[src/rtl/triumph_dmem_arbiter.sv]
//-----------------------------------------------------------------------------
// triumph_dmem_arbiter
//
// Shares one single-port, synchronous-read data memory between the core's
// load/store unit and an external requester (loader / debug port).
//
// The core normally has priority. An external request that keeps losing to
// the core is counted, and after MAX_EXT_WAIT consecutive denials it is forced
// through for one cycle while the core is stalled. Read responses come back
// one cycle after the access, and they are steered to whichever side issued
// the read.
//
// Parameters
//   MAX_EXT_WAIT  denied cycles tolerated before an external request is
//                 forced through (1..15)
//
// Ports
//   clk_i          clock, rising edge
//   rstn_i         asynchronous active-low reset
//   core_req_i     core access request
//   core_we_i      core write enable (1 = store)
//   core_addr_i    core byte address
//   core_wdata_i   core store data
//   core_rdata_o   load data to the core (0 unless a core read is returning)
//   core_stall_o   core request not served this cycle
//   ext_req_i      external access request
//   ext_we_i       external write enable
//   ext_addr_i     external byte address
//   ext_wdata_i    external write data
//   ext_gnt_o      external request accepted this cycle
//   ext_rvalid_o   external read data valid
//   ext_rdata_o    external read data (0 unless ext_rvalid_o)
//   mem_addr_o     memory address
//   mem_we_o       memory write enable
//   mem_wdata_o    memory write data
//   mem_rdata_i    memory read data, one cycle after the address
//-----------------------------------------------------------------------------
module triumph_dmem_arbiter #(
    parameter int unsigned MAX_EXT_WAIT = 4
) (
    input  logic        clk_i,
    input  logic        rstn_i,

    input  logic        core_req_i,
    input  logic        core_we_i,
    input  logic [31:0] core_addr_i,
    input  logic [31:0] core_wdata_i,
    output logic [31:0] core_rdata_o,
    output logic        core_stall_o,

    input  logic        ext_req_i,
    input  logic        ext_we_i,
    input  logic [31:0] ext_addr_i,
    input  logic [31:0] ext_wdata_i,
    output logic        ext_gnt_o,
    output logic        ext_rvalid_o,
    output logic [31:0] ext_rdata_o,

    output logic [31:0] mem_addr_o,
    output logic        mem_we_o,
    output logic [31:0] mem_wdata_o,
    input  logic [31:0] mem_rdata_i
);

    typedef enum logic [1:0] {
        OWN_NONE = 2'd0,
        OWN_CORE = 2'd1,
        OWN_EXT  = 2'd2
    } owner_e;

    localparam logic [3:0] MaxWait = 4'(MAX_EXT_WAIT);

    owner_e     owner;
    logic       owner_we;
    logic [3:0] starve_cnt_q, starve_cnt_d;
    owner_e     rsp_q, rsp_d;

    // Owner selection: the external side wins outright when the core is idle,
    // and wins over a requesting core only once it has waited MaxWait cycles.
    always_comb begin
        owner = OWN_NONE;
        if (ext_req_i && (!core_req_i || (starve_cnt_q == MaxWait))) begin
            owner = OWN_EXT;
        end else if (core_req_i) begin
            owner = OWN_CORE;
        end
    end

    // Memory port mux; an idle cycle drives zeros so nothing stale leaks out.
    always_comb begin
        mem_addr_o   = 32'd0;
        mem_wdata_o  = 32'd0;
        owner_we     = 1'b0;
        ext_gnt_o    = 1'b0;
        core_stall_o = 1'b0;
        unique case (owner)
            OWN_CORE: begin
                mem_addr_o  = core_addr_i;
                mem_wdata_o = core_wdata_i;
                owner_we    = core_we_i;
            end
            OWN_EXT: begin
                mem_addr_o   = ext_addr_i;
                mem_wdata_o  = ext_wdata_i;
                owner_we     = ext_we_i;
                ext_gnt_o    = 1'b1;
                core_stall_o = core_req_i;
            end
            default: ;
        endcase
    end

    assign mem_we_o = owner_we;

    // Starvation counter: counts consecutive denials of a live external
    // request. Any grant or any gap in the request restarts it, so a
    // requester that gives up gets no credit for the time already waited.
    always_comb begin
        starve_cnt_d = starve_cnt_q;
        if (!ext_req_i || (owner == OWN_EXT)) begin
            starve_cnt_d = 4'd0;
        end else if ((owner == OWN_CORE) && (starve_cnt_q < MaxWait)) begin
            starve_cnt_d = starve_cnt_q + 4'd1;
        end
    end

    // Only reads produce a response next cycle; writes and idle cycles do not.
    always_comb begin
        rsp_d = OWN_NONE;
        if ((owner != OWN_NONE) && !owner_we) begin
            rsp_d = owner;
        end
    end

    always_ff @(posedge clk_i or negedge rstn_i) begin
        if (!rstn_i) begin
            starve_cnt_q <= 4'd0;
            rsp_q        <= OWN_NONE;
        end else begin
            starve_cnt_q <= starve_cnt_d;
            rsp_q        <= rsp_d;
        end
    end

    // Read data is gated to zero on the side that did not issue the read.
    assign ext_rvalid_o = (rsp_q == OWN_EXT);
    assign ext_rdata_o  = (rsp_q == OWN_EXT)  ? mem_rdata_i : 32'd0;
    assign core_rdata_o = (rsp_q == OWN_CORE) ? mem_rdata_i : 32'd0;

endmodule

[config.mk]
export PLATFORM = sky130hd
export DESIGN_NAME = triumph_dmem_arbiter
export DESIGN_NICKNAME = d
export VERILOG_FILES = /design/src/rtl/triumph_dmem_arbiter.sv
export SDC_FILE = /design/constraint.sdc
export NUM_CORES = 1
export LEC_CHECK = 0
export ABC_AREA = 1
export CAP_MARGIN = 20
export CORE_AREA = 4 4 115 117
export CTS_CLUSTER_DIAMETER = 30
export DETAILED_ROUTE_END_ITERATION = 7
export DIE_AREA = 0 0 119 121
export PLACE_DENSITY = 0.54
export SYNTH_ARGS = -nofsm -noshare
export SYNTH_HDL_FRONTEND = slang
export SYNTH_SLANG_ARGS = --single-unit
export TNS_END_PERCENT = 1
[constraint.sdc]
create_clock -name clk_i -period 1.5 [get_ports clk_i]
set_input_delay 0.15 -clock clk_i [delete_from_list [all_inputs] [get_ports clk_i]]
set_output_delay 0.15 -clock clk_i [all_outputs]
set_load 0.02 [all_outputs]
=== Word level (Yosys, flattened, before mapping) ===
Index checks and enable logic that the tools add are counted.

* Register bits: 6
* Output and inout port bits: 132

* $add $sub $neg: 1
* $lt $le $gt $ge: 1
* Equality and inequality tests: 5
* Mux-type cells: 12
* Reduce and logical (&&, ||, !) cells: 10

{| class="wikitable"
|+ Operators with widths
! operator !! number
|-
| $pmux W32 S2 || 2
|-
| $mux W32 || 2
|-
| $mux W4 || 2
|-
| $add A4 B1 Y4 const B || 1
|-
| $eq A2 B1 Y1 const B || 2
|-
| $eq A2 B2 Y1 const B || 2
|-
| $eq A4 B3 Y1 const B || 1
|-
| $lt A4 B3 Y1 const B || 1
|-
| $mux W2 || 2
|-
| $reduce_bool A2 Y1 || 2
|-
| $logic_and A1 B1 Y1 || 3
|-
| $logic_not A1 Y1 || 3
|-
| $mux W1 || 3
|-
| $logic_or A1 B1 Y1 || 2
|-
| $pmux W1 S2 || 1
|}

=== Longest topological paths before layout ===
* Depth in word-level cells: 9
* Gate-level depth with buffers: 10

=== Least setup slack after synthesis ===
Ideal clock, no wire load.

* Path type: register to output
* Start point: register rsp_q[0]
* End point: output ext_rdata_o[10]
* Data arrival time: 1.362 ns
* Setup slack: -0.012 ns
* Cell stages (with the launch flop): 5
* Path buffers: 1
* Path through: dfrtp_1 > nor2_1 > inv_1 > clkbuf_1 > nor2_1

* Longest elaborated chain between the ends: 2

{| class="wikitable"
|+ RTL lines
! item !! line !! RTL
|-
| start: declaration || 76 || <nowiki>owner_e rsp_q, rsp_d;</nowiki>
|-
| start signal: assignment || 141 || <nowiki>rsp_q <= rsp_d;</nowiki>
|-
| $eq A2 B2 Y1 || - ||
|-
| net ext_rvalid_o || 56 || <nowiki>output logic ext_rvalid_o,</nowiki>
|-
| $mux W32 || 147 || <nowiki>assign ext_rdata_o = (rsp_q == OWN_EXT) ? mem_rdata_i : 32'd0;</nowiki>
|-
| end: declaration || 57 || <nowiki>output logic [31:0] ext_rdata_o,</nowiki>
|}

The timed path passes the listed nets, and every way through them passes these cells.

=== Final worst setup path ===
* Start point: register starve_cnt_q[1]
* End point: output mem_wdata_o[26]

* Longest elaborated chain between the ends: 6
* Elaborated cells on any way between the ends: 7
* Those cells by class: 3 x eq/ne; 2 x mux; 2 x reduce/logical

{| class="wikitable"
|+ RTL lines
! item !! line !! RTL
|-
| start: declaration || 75 || <nowiki>logic [3:0] starve_cnt_q, starve_cnt_d;</nowiki>
|-
| start signal: assignment || 140 || <nowiki>starve_cnt_q <= starve_cnt_d;</nowiki>
|-
| $eq A4 B3 Y1 (*) || 82 || <nowiki>if (ext_req_i && (!core_req_i || (starve_cnt_q == MaxWait))) begin</nowiki>
|-
| $logic_or A1 B1 Y1 (*) || 82 ||
|-
| $logic_and A1 B1 Y1 (*) || 82 ||
|-
| $mux W2 (*) || 82 ||
|-
| $eq A2 B2 Y1 / $eq A2 B1 Y1 (equally long branches) || 96 || <nowiki>unique case (owner)</nowiki>
|-
| $pmux W32 S2 (*) || 96 ||
|-
| end: declaration || 61 || <nowiki>output logic [31:0] mem_wdata_o,</nowiki>
|}

Mark *: on every way between the ends. The rest lies on a longest branch, timed or not.

==> flow_metrics.py <==
metrics = {
    "die": {
        "rows": 41,
        "initial_utilization": 0.1273,
        "coreArea_um2": 12360,
        "die_area_um2": 14400,
        "io_pins": 298,
        "chipHeight_um": 121,
        "die_w_um": 119,
    },
    "sta": {
        "tightest_slew_ns": 0.2790,
        "relSlewSlack": 0.8134,
        "max_freq_mhz": 525.7,
        "worst_slack_ns": -0.4021,
        "rsz0062_at_grt": "yes",
        "setup_viol": 67,
        "timing.setup.tns_ns": -23.95,
        "finalCriticalPeriod_ns": 1.902,
        "worst_clock_skew_ns": 0.0005253,
        "hold_viol": 0,
        "maxSlewViolCount": 0,
        "fin_crit_sh": 1.268,
    },
    "detailed_routing": {
        "drc_errors": 0,
        "first_pass_iters": 4,
        "viasPerCell": 3.869,
        "wl_per_cell_um": 14.11,
        "drt-initial-drc-count": 120,
        "wirelength_mm": 11.81,
        "vias": 3238,
        "antenna_left": 0,
    },
    "setup_path": {
        "slowest_delay_ns": 0.37,
        "critPathLaunch": "starve_cnt_q[1]$_DFFE_PN0P_",
        "cp.depth": 10,
        "worstPathMaxFanout": 5,
        "critPathBufInv": 4,
        "startpoint_type": "flop",
        "r2r_slack_ns": 0.04,
        "arrival_ns": 1.75,
        "cpLargestDelayFamily": "buffers and inverters",
        "crit_path_end": "mem_wdata_o[26]",
        "cp_slowest_cell": "dfrtp_1",
        "critical_path_class": "reg2out",
        "timing.rr.start": "starve_cnt_q[1]$_DFFE_PN0P_",
        "cp.required_ns": 1.35,
        "timing.rr.end": "rsp_q[1]$_DFF_PN0_",
        "rr_worst_depth": 10,
        "path_cells": "inv_2 -> ha_4 -> nand2_4 -> nor2_4 -> a21oi_4 -> clkbuf_16 -> buf_8 -> nand2_1 -> nand2_2 -> buf_6",
        "critPathCaptureType": "output pin",
    },
    "clock_network": {
        "clock_latency_ns": 0.23,
        "numCtsBuffers": 3,
        "cts.clk_slew.worst_paths_ns": 0.03,
        "cts.sinks": 6,
        "clockRootBuffer": "clkbuf_16",
        "cts_tree": "done",
        "clockBufferDepth": 2,
        "htreeDepth": 1,
    },
    "synthesis": {
        "ys_top_cells_by_area": "nand2_1, nor2_1, inv_1",
        "postSynthCellCount": 352,
        "netlist.area_leader.share": 0.4746,
        "yosysUniqueCellTypes": 18,
        "avgSynthCellArea_um2": 4.472,
        "ys_ff_latch": 6,
        "netlist_area_um2": 1574,
        "yosysWarnings": 0,
        "syn-num-nets": 520,
        "yosysSeqAreaShare": 0.09539,
        "synth_top_area_cell": "nand2_1",
    },
    "global_routing": {
        "grt_pass1_vias": 3204,
        "grt_pass1_wl_mm": 16.22,
        "grt_usage": 0.1386,
        "grt.overflow.total": 0,
        "antenna_found_initial": 0,
        "grt_max_degree": 37,
    },
    "pwr": {
        "powerDensity_nw_per_um2": 427.3,
        "ir_drop_uv": 302.6,
        "leakagePower_nw": 2.723,
    },
    "layout": {
        "drive_gt1_frac": 0.3263,
        "synthToLayoutAreaGrowth_pct": 220.6,
        "layout.nets": 835,
        "antenna_cells": 0,
    },
    "placed_design": {
        "gp_congestion": 0.9200,
        "place_ws_ns": -0.7185,
        "dp_hpwl_mm": 9.303,
        "io_buffer_count": 297,
    },
    "flow_run": {
        "drv_cap": 0,
    },
    "outcome": {
        "violations": "setup timing",
        "outcome": "finished with violations",
    },
    "hold_path": {
        "hold_path_class": "in2async",
    },
}
[per-layer routing]
layer  vias up  track usage  share of wire
met1      1384       0.1478           0.37
met3        16      0.04895           0.10
met2       203       0.2579           0.51
met4         0      0.03693          0.020
li1       1635            -              -
met5         -            0              0
[per-stage QoR]
step	hold WS, ns	power, mW	utilization	cell area (µm²)	cells
finish	0.1686	2.156	0.4082	5046	837
global route	0.1948	2.280	0.4082	5046	837
CTS	0.1779	2.072	0.3903	4826	822
detailed placement	0.4194	1.611	0.3884	4802	818
global placement	0.4079	1.612	0.3884	4802	818
floorplan	-0.1456	0.7030	-	1577	352
[what timing repair did]
| action | CTS | global route |
|---|---|---|
| hold buffers | 0 | 0 |
| endpoints found under the hold margin | 0 | 0 |
| endpoints found under the setup margin | 132 | 104 |
| pin swaps | 31 | 21 |
| resized for setup | 559 | 106 |
| setup buffers | 0 | 11 |
| gates cloned | 1 | 4 |
[registers in the layout, summed over array words and instances (netlist names)]
name	flops
rsp_q	2
starve_cnt_q	4
[layout by cell type (no fill, tap or decap), types with 4 or more instances in the layout]
cell type | synthesis | final
buf_6 | 9 | 61
dfrtp_1 | 6 | 6
nand2_2 | 2 | 34
inv_1 | 42 | 39
clkdlybuf4s50_1 | 0 | 165
nand2_1 | 199 | 163
clkbuf_16 | 0 | 6
nor2_1 | 67 | 63
nand3_1 | 5 | 5
nand2_4 | 0 | 4
clkbuf_2 | 0 | 29
buf_2 | 4 | 31
buf_4 | 1 | 28
buf_12 | 0 | 10
[worst reg2reg max path, cell delays in order, from the launching register on]
cell	delay (ns)
dfrtp_1	0.37
inv_2	0.06
ha_4	0.17
nand2_4	0.06
nor2_4	0.04
a21oi_4	0.24
buf_4	0.15
buf_4	0.09
nand2_1	0.04
nand2_1	0.08
nor2_1	0.04
[cells in the mapped netlist (all sizes together)]
cell type	number
nand2	201
nor2	67
inv	43
buf	14
clkbuf	6
dfrtp	6
nand3	6
o21ai	3
ha	2
a21oi	1
nand4	1
nor3	1
xor2	1
[layout make-up]
| cell class | instances | area [µm²] |
|---|---|---|
| Timing Repair Buffer | 330 | 3169 |
| Tap cell | 172 | 215.2 |
| Fill cell | 1312 | 7317 |
| Sequential cell | 6 | 150.1 |
| Multi-Input combinational cell | 283 | 1267 |
| Clock buffer | 3 | 75.07 |
| Inverter | 43 | 168.9 |
[how the worst min path moves through the flow]
stage                 from                     endpoint  cells past startpoint
floorplan           rstn_i           rsp_q[0]$_DFF_PN0_                      0
global placement    rstn_i  starve_cnt_q[2]$_DFFE_PN0P_                      1
detailed placement  rstn_i  starve_cnt_q[2]$_DFFE_PN0P_                      1
CTS                 rstn_i  starve_cnt_q[3]$_DFFE_PN0P_                      1
global route        rstn_i  starve_cnt_q[1]$_DFFE_PN0P_                      1
finish              rstn_i  starve_cnt_q[3]$_DFFE_PN0P_                      1
[logic make-up (layout without fill, tap and decap cells)]
| family | after synthesis | in the layout | share of synthesized area |
|---|---|---|---|
| simple gates | 276 | 276 | 0.6717 |
| fa+ha+maj | 2 | 2 | 0.01590 |
| compound gates | 4 | 4 | 0.01271 |
| xor+xnor | 1 | 1 | 0.005565 |
| flops | 6 | 6 | 0.09539 |
| buf+inv | 63 | 376 | 0.1987 |
[power breakdown]
group          internal, mW  switching (mW)
logic                 0.854           0.700
clock network         0.342          0.0882
registers             0.168         0.00339
total                  1.36           0.792
Power figures use the tool's default switching activity.
